===== config.mk =====
export PLATFORM = sky130hd
export DESIGN_NAME = dca_matrix_word2row
export DESIGN_NICKNAME = d
export VERILOG_FILES = /design/src/rtl/dca_matrix_word2row_pkg.sv /design/src/rtl/dca_matrix_word2row_counter.sv /design/src/rtl/dca_matrix_word2row.sv
export SDC_FILE = /design/constraint.sdc
export NUM_CORES = 1
export LEC_CHECK = 0
export CAP_MARGIN = 20
export CORE_MARGIN = 1
export CORE_UTILIZATION = 44
export CTS_BUF_LIST = sky130_fd_sc_hd__clkbuf_4
export DETAILED_ROUTE_END_ITERATION = 6
export PLACE_DENSITY = 0.79
export SLEW_MARGIN = 20
export SYNTH_ARGS = -nofsm -noshare
export SYNTH_HDL_FRONTEND = slang
export SYNTH_SLANG_ARGS = --single-unit

===== constraint.sdc =====
create_clock -name clk -period 2.9 [get_ports clk]
set_input_delay 0.87 -clock clk [delete_from_list [all_inputs] [get_ports clk]]
set_output_delay 0.87 -clock clk [all_outputs]
set_load 0.005 [all_outputs]

===== src/rtl/dca_matrix_word2row_pkg.sv =====
// Shared matrix/tensor dimensions for the dca word-to-row packer and its
// neighbouring load stages.
package dca_matrix_word2row_pkg;

    localparam int DEF_BW_TENSOR_SCALAR = 16;
    localparam int DEF_MATRIX_NUM_COL   = 4;
    localparam int DEF_MATRIX_NUM_ROW   = 4;
    localparam int DEF_BW_WORD          = 32;

    function automatic int beats_per_row(input int bw_row, input int bw_word);
        return bw_row / bw_word;
    endfunction

endpackage


===== src/rtl/dca_matrix_word2row_counter.sv =====
// One-hot wrap-around counter; bit k set means count k.
module ERVP_COUNTER_WITH_ONEHOT_ENCODING #(
    parameter int COUNT_LENGTH = 4
) (
    input  logic                    clk,
    input  logic                    rstnn,
    input  logic                    clear,
    input  logic                    enable,
    output logic [COUNT_LENGTH-1:0] value,
    output logic                    is_first_count,
    output logic                    is_last_count
);

    localparam logic [COUNT_LENGTH-1:0] FIRST = COUNT_LENGTH'(1);

    always_ff @(posedge clk or negedge rstnn) begin
        if (!rstnn)
            value <= FIRST;
        else if (clear)
            value <= FIRST;
        else if (enable)
            value <= (value << 1) | (value >> (COUNT_LENGTH - 1));
    end

    assign is_first_count = value[0];
    assign is_last_count  = value[COUNT_LENGTH-1];

endmodule


===== src/rtl/dca_matrix_word2row.sv =====
// Packs a narrow word stream into tensor rows of MATRIX_NUM_COL scalars,
// zero-padding short final rows and dropping rows beyond MATRIX_NUM_ROW.
module dca_matrix_word2row
    import dca_matrix_word2row_pkg::*;
#(
    parameter int BW_TENSOR_SCALAR = DEF_BW_TENSOR_SCALAR,
    parameter int MATRIX_NUM_COL   = DEF_MATRIX_NUM_COL,
    parameter int MATRIX_NUM_ROW   = DEF_MATRIX_NUM_ROW,
    parameter int BW_WORD          = DEF_BW_WORD
) (
    input  logic                                       clk,
    input  logic                                       rstnn,
    input  logic                                       clear,
    input  logic                                       enable,
    output logic                                       busy,
    input  logic                                       word_wvalid,
    input  logic                                       word_wlast,
    input  logic [BW_WORD-1:0]                         word_wdata,
    output logic                                       word_wready,
    output logic                                       load_tensor_row_wvalid,
    output logic                                       load_tensor_row_wlast,
    output logic [MATRIX_NUM_COL*BW_TENSOR_SCALAR-1:0] load_tensor_row_wdata,
    input  logic                                       load_tensor_row_wready,
    output logic                                       overflow
);

    localparam int BW_TENSOR_ROW = MATRIX_NUM_COL * BW_TENSOR_SCALAR;
    localparam int BEATS_PER_ROW = beats_per_row(BW_TENSOR_ROW, BW_WORD);
    localparam int BW_BEAT       = (BEATS_PER_ROW > 1) ? $clog2(BEATS_PER_ROW) : 1;
    localparam logic [BW_BEAT-1:0] LAST_BEAT = BW_BEAT'(BEATS_PER_ROW - 1);
    localparam logic [BW_TENSOR_ROW-1:0] TENSOR_ZERO = '0;

    localparam logic [0:0] FILL  = 1'b0;
    localparam logic [0:0] DRAIN = 1'b1;

    logic [0:0]               state;
    logic [BW_BEAT-1:0]       beat_cnt;
    logic [BW_TENSOR_ROW-1:0] asm_buf;
    logic [BW_TENSOR_ROW-1:0] row_next;
    logic                     out_valid;
    logic                     out_last;
    logic [BW_TENSOR_ROW-1:0] out_data;

    logic [MATRIX_NUM_ROW-1:0] row_onehot;
    logic row_first;
    logic row_last;

    logic completing;
    logic can_load;
    logic accept;
    logic pop;
    logic fill_done;
    logic row_restart;
    logic row_advance;

    // Buffer upper slots are always zero, so a short row is padded for free.
    always_comb begin
        row_next = asm_buf;
        row_next[int'(beat_cnt)*BW_WORD +: BW_WORD] = word_wdata;
    end

    assign completing  = (beat_cnt == LAST_BEAT) | word_wlast;
    assign can_load    = ~out_valid | load_tensor_row_wready;
    assign word_wready = enable & ((state == DRAIN) | ~completing | can_load);
    assign accept      = word_wvalid & word_wready;

    assign load_tensor_row_wvalid = enable & out_valid;
    assign load_tensor_row_wlast  = out_last;
    assign load_tensor_row_wdata  = out_data;
    assign pop = load_tensor_row_wvalid & load_tensor_row_wready;

    assign fill_done   = (state == FILL) & accept & completing;
    assign row_restart = fill_done & (word_wlast | row_last);
    assign row_advance = fill_done & ~word_wlast & ~row_last;

    ERVP_COUNTER_WITH_ONEHOT_ENCODING #(
        .COUNT_LENGTH(MATRIX_NUM_ROW)
    ) i_row_counter (
        .clk            (clk),
        .rstnn          (rstnn),
        .clear          (clear | row_restart),
        .enable         (row_advance),
        .value          (row_onehot),
        .is_first_count (row_first),
        .is_last_count  (row_last)
    );

    assign busy = (state != FILL) | (beat_cnt != '0) | ~row_first | out_valid;

    always_ff @(posedge clk or negedge rstnn) begin
        if (!rstnn) begin
            state     <= FILL;
            beat_cnt  <= '0;
            asm_buf   <= TENSOR_ZERO;
            out_valid <= 1'b0;
            out_last  <= 1'b0;
            out_data  <= TENSOR_ZERO;
            overflow  <= 1'b0;
        end else if (clear) begin
            state     <= FILL;
            beat_cnt  <= '0;
            asm_buf   <= TENSOR_ZERO;
            out_valid <= 1'b0;
            out_last  <= 1'b0;
            out_data  <= TENSOR_ZERO;
            overflow  <= 1'b0;
        end else if (enable) begin
            if (pop)
                out_valid <= 1'b0;
            if (state == FILL) begin
                if (accept) begin
                    if (completing) begin
                        // A refill in the same cycle as a pop overrides the clear above.
                        out_valid <= 1'b1;
                        out_data  <= row_next;
                        asm_buf   <= TENSOR_ZERO;
                        beat_cnt  <= '0;
                        if (word_wlast) begin
                            out_last <= 1'b1;
                        end else if (row_last) begin
                            out_last <= 1'b1;
                            overflow <= 1'b1;
                            state    <= DRAIN;
                        end else begin
                            out_last <= 1'b0;
                        end
                    end else begin
                        asm_buf  <= row_next;
                        beat_cnt <= beat_cnt + BW_BEAT'(1);
                    end
                end
            end else if (accept && word_wlast) begin
                state <= FILL;
            end
        end
    end

endmodule


# Yosys cells after proc, flatten, opt, wreduce, memory -nomap -nowiden
# Index checks and enable logic that the tools add are counted.
# totals
ff_bits,137
in_bits,39
output_inout_bits,69
# op_classes
add_sub_neg,2
n_eq_ne,2
shift,2
mux,45
bitwise,25
n_reduce_logical,9
# op_table
op,n
64-bit two-way mux,10
64-bit bitwise mux,1
"32-bit by 33-bit variable shift with 64-bit output, first input constant",1
32-bit by 33-bit variable part select with 64-bit output,1
6-bit negator with 33-bit output,1
1-bit two-way mux,32
2-bit nonzero test,5
1-bit bitwise AND,9
1-bit OR,9
4-bit two-way mux,2
1-bit inverter,6
6-bit AND reduction,1
"2-bit != test, second input constant",2
4-bit by 1-bit OR with 4-bit output,1
4-bit AND reduction,1
3-bit AND reduction,1
"1-bit adder, second input constant",1
1-bit logical AND,1

# Longest topological paths before layout
# depth
depth_word,12
ltp_mapped,8
ltp_nobuf,4

# Cells and area by module
# Synthesis repeated with hierarchy kept, for this count alone.
# hier_totals
hier_cells,573
area_unflattened_um2,6490.0
# modules_own_cells
module,instances,cells_per_inst,area_each_um2,seq_area_each_um2
dca_matrix_word2row,1,558,6309.8,3328.2
ERVP_COUNTER_WITH_ONEHOT_ENCODING,1,15,180.2,101.3

# Worst setup path after synthesis
# No wires, ideal clock.
# synth_path
path_type,input to output
start,input load_tensor_row_wready
end,output word_wready
arrival_time_ns,1.293
setup_slack_ns,0.737
cell_stages,2
n_path_buf,0
path_cell_list,nand2b_1 > o31a_1
# synth_via
elab_chain_cells,3
# synth_rtl
element,line,rtl
from (decl),dca_matrix_word2row.sv:23,"input logic load_tensor_row_wready,"
1-bit OR,dca_matrix_word2row.sv:63,assign can_load = ~out_valid | load_tensor_row_wready;
1-bit OR,dca_matrix_word2row.sv:64,assign word_wready = enable & ((state == DRAIN) | ~completing | can_load);
1-bit bitwise AND,dca_matrix_word2row.sv:64,
to (decl),dca_matrix_word2row.sv:19,"output logic word_wready,"
# Every way passes these cells.

# Final worst setup path
# Same ends and word-level chain as after synthesis.

==> results.json <==
{
  "timing.final.crit_share_pct": 97.3,
  "grt_use_total_pct": 20.1,
  "final_layout_size_suffix_gt1_share_pct": 10.9,
  "maxCapViolCount": 0,
  "placement.cell_area_um2": 7130,
  "final_nets": 650,
  "initial_core_util_pct": 45.6,
  "initial_antenna_violation_count": 0,
  "timing.final.setup_violations": 0,
  "ir_worst_vdd_mv": 0.262,
  "grt_max_degree": 79,
  "final_clock_skew_ps": 12.6,
  "post_synth_edffs": 0,
  "grt_setup_unrepaired": "no",
  "globalRoute.totalOverflow": 0,
  "cp_max_fo": 2,
  "most_used_flip_flop_cell_after_synthesis": "sky130_fd_sc_hd__dfrtp_1",
  "leading_cell_types_in_the_layout_fill_and_taps_excluded": "sky130_fd_sc_hd__dfrtp_1 (135), sky130_fd_sc_hd__nor2_1 (102), sky130_fd_sc_hd__clkdlybuf4s50_1 (102)",
  "criticalPathCategory": "in2out",
  "report.final.hold_viol_count": 0,
  "post_synth_num_cell_types": 29,
  "cpMaxStageDelayCell": "sky130_fd_sc_hd__clkdlybuf4s50_1",
  "worst_r2r_endpoint": "i_row_counter.value[3]",
  "die_area_um2": 13700,
  "hp-class": "in2async",
  "critical_path_required_ps": 2030,
  "power.density_cell_area_nw_per_um2": 519,
  "clock_path_buffers": 2,
  "maxSlewViolCount": 0,
  "detailroute.via_count": 4243,
  "insertedDiodeCount": 0,
  "worst_path_dominant_cell_family": "buffers and inverters",
  "rows": 41,
  "critical_path_arrival_ps": 1950,
  "cts.root.buffer_cell": "sky130_fd_sc_hd__clkbuf_4",
  "cts_hold_buffers": 0,
  "syn-num-nets": 550,
  "cts_buffers": 17,
  "post-route-drc-count": 0,
  "cp-startpoint": "load_tensor_row_wready",
  "cts_tree": "done",
  "port_buffers": 107,
  "avgSynthCellArea_um2": 11.4,
  "place_hpwl_um": 7940,
  "vias_per_cell": 5.34,
  "num-fill-cells": 1044,
  "finalInstanceArea_um2": 7440,
  "critPathMaxStageDelay_ps": 420,
  "critPathLaunchType": "input port",
  "drtPass1Iterations": 4,
  "reg2reg_setup_slack_ps": 820,
  "setup-tns-final_ps": 0,
  "total_i_o_pin_count": 108,
  "chip_height_um": 117,
  "async_set_reset_flop_share_out_of_synthesis_pct": 100,
  "tritoncts_num_sinks": 137,
  "core_region_area_um2": 12800,
  "period_needed_ps": 2820,
  "cts.clk_slew.worst_paths_ps": 120,
  "total_leakage_power_uw": 0.00306,
  "worst_skew_pair.late_latency_ps": 510,
  "cp-end-kind": "output pin",
  "wl_per_cell_um": 16.1,
  "relSlewSlack_pct": 24.5,
  "grt_pass1_wl_um": 21000,
  "synthToLayoutAreaGrowth_pct": 27.7,
  "yosys_register_bits": 137,
  "place.gp.congestion": 0.761,
  "detail-route-antenna-nets": 0,
  "synthesis.yosys.warnings": 0,
  "syn-cell-area_um2": 5830,
  "postLayoutCoreUtil_pct": 58.3,
  "initialDrtViolationCount": 270,
  "r2r.worst_path.cells": 4,
  "netlist_instances": 511,
  "synth.yosys.seq_area_share_pct": 58.9,
  "cts.htree.levels": 4,
  "critical_path.n_buffers_inverters": 2,
  "fmax_achieved_ghz": 0.354,
  "via_count_of_the_first_global_routing_pass": 4243,
  "wl_um": 12800,
  "most_common_library_cell_in_the_layout_ignoring_fill_and_taps": "sky130_fd_sc_hd__dfrtp_1",
  "worst-slew-pin-transition_ps": 1130,
  "die_width_um": 117,
  "regToRegStartpoint": "beat_cnt",
  "run_status": "complete, no violations",
  "cp_cell_sequence": "clkdlybuf4s50_1 -> nand2b_1 -> o31a_1 -> dlygate4sd2_1"
}
worst max-delay path by stage:
| stage | cells after the start | slack, ps | end |
|---|---|---|---|
| 6_report | 4 | 80 | word_wready |
| 5_1_grt | 2 | 8 | busy |
| 4_1_cts | 3 | 20 | load_tensor_row_wvalid |
| 3_5_place_dp | 4 | -110 | word_wready |
| 3_3_place_gp | 4 | -90 | word_wready |
| 2_1_floorplan | 2 | 740 | word_wready |
flip-flops by register name, indices dropped and copies added (netlist names):
register               count
asm_buf                   64
beat_cnt                   1
i_row_counter.value        4
load_tensor_row_wdata     64
load_tensor_row_wlast      1
out_valid                  1
overflow                   1
state                      1
Yosys cell counts (2+ instances only):
cell type                  count  area share (%)
sky130_fd_sc_hd__nand3b_1      3            0.39
sky130_fd_sc_hd__nand3_1       3            0.26
sky130_fd_sc_hd__a21oi_1       6            0.52
sky130_fd_sc_hd__nor2_1      103             6.6
sky130_fd_sc_hd__a211oi_1     54             7.0
sky130_fd_sc_hd__buf_4         2            0.26
sky130_fd_sc_hd__clkbuf_1     22             1.4
sky130_fd_sc_hd__and2_1       33             3.5
sky130_fd_sc_hd__nand2_1       8            0.52
sky130_fd_sc_hd__a211oi_2     10             2.1
sky130_fd_sc_hd__mux2i_1      64              11
sky130_fd_sc_hd__nor3_1        2            0.17
sky130_fd_sc_hd__a22oi_1      32             4.1
sky130_fd_sc_hd__buf_2        19             1.6
sky130_fd_sc_hd__dfrtp_1     136              58
report_power, final:
group	switching (uW)	internal (uW)	leakage, uW
Sequential	36.6	1970	0.00188
Clock	685	671	0.000164
Combinational	252	244	0.00102
metal layers:
metal / vias up / part of all wire [%] / global-route usage (%)
met5: - / 0 / 0
met4: 0 / 0.85 / 5.40
met3: 13 / 3.8 / 5.25
met2: 98 / 47 / 32.0
met1: 2121 / 49 / 27.4
li1: 2011 / - / -
logic make-up (layout without fill, tap and decap cells):
group           after synthesis  in the layout  synth area share, %
simple gates                159            159                 12.5
buf+inv                      45            157                 3.44
mux                          64             64                 11.0
compound gates              106            106                 14.2
flops                       137            137                 58.9
repair_timing:
| action | in CTS | in global routing |
|---|---|---|
| setup endpoints to repair | 2 | 2 |
| setup buffers | 0 | 1 |
| pin swaps | 0 | 0 |
| resized for setup | 2 | 1 |
stage by stage:
stage	hold slack, ps	total power, uW	worst slack [ps]	std cells
2_1_floorplan	453	2270	737	511
3_3_place_gp	468	2540	-90.3	763
3_5_place_dp	470	2550	-108	763
4_1_cts	330	3900	21.8	794
5_1_grt	329	4040	7.89	795
6_report	350	3860	77.6	795
layout make-up:
| cell class | count | area [um2] | share of cell area (%) |
|---|---|---|---|
| repair buffers | 125 | 1270 | 17.0 |
| clock inverters | 14 | 181 | 2.44 |
| clock buffers | 17 | 128 | 1.71 |
| flip-flops and latches | 137 | 3430 | 46.1 |
| well taps | 172 | 215 | 2.89 |
| inverters | 1 | 3.75 | 0.0504 |
| multi-input cells | 329 | 2210 | 29.7 |
No activity file was read; power rests on OpenSTA's default activity.
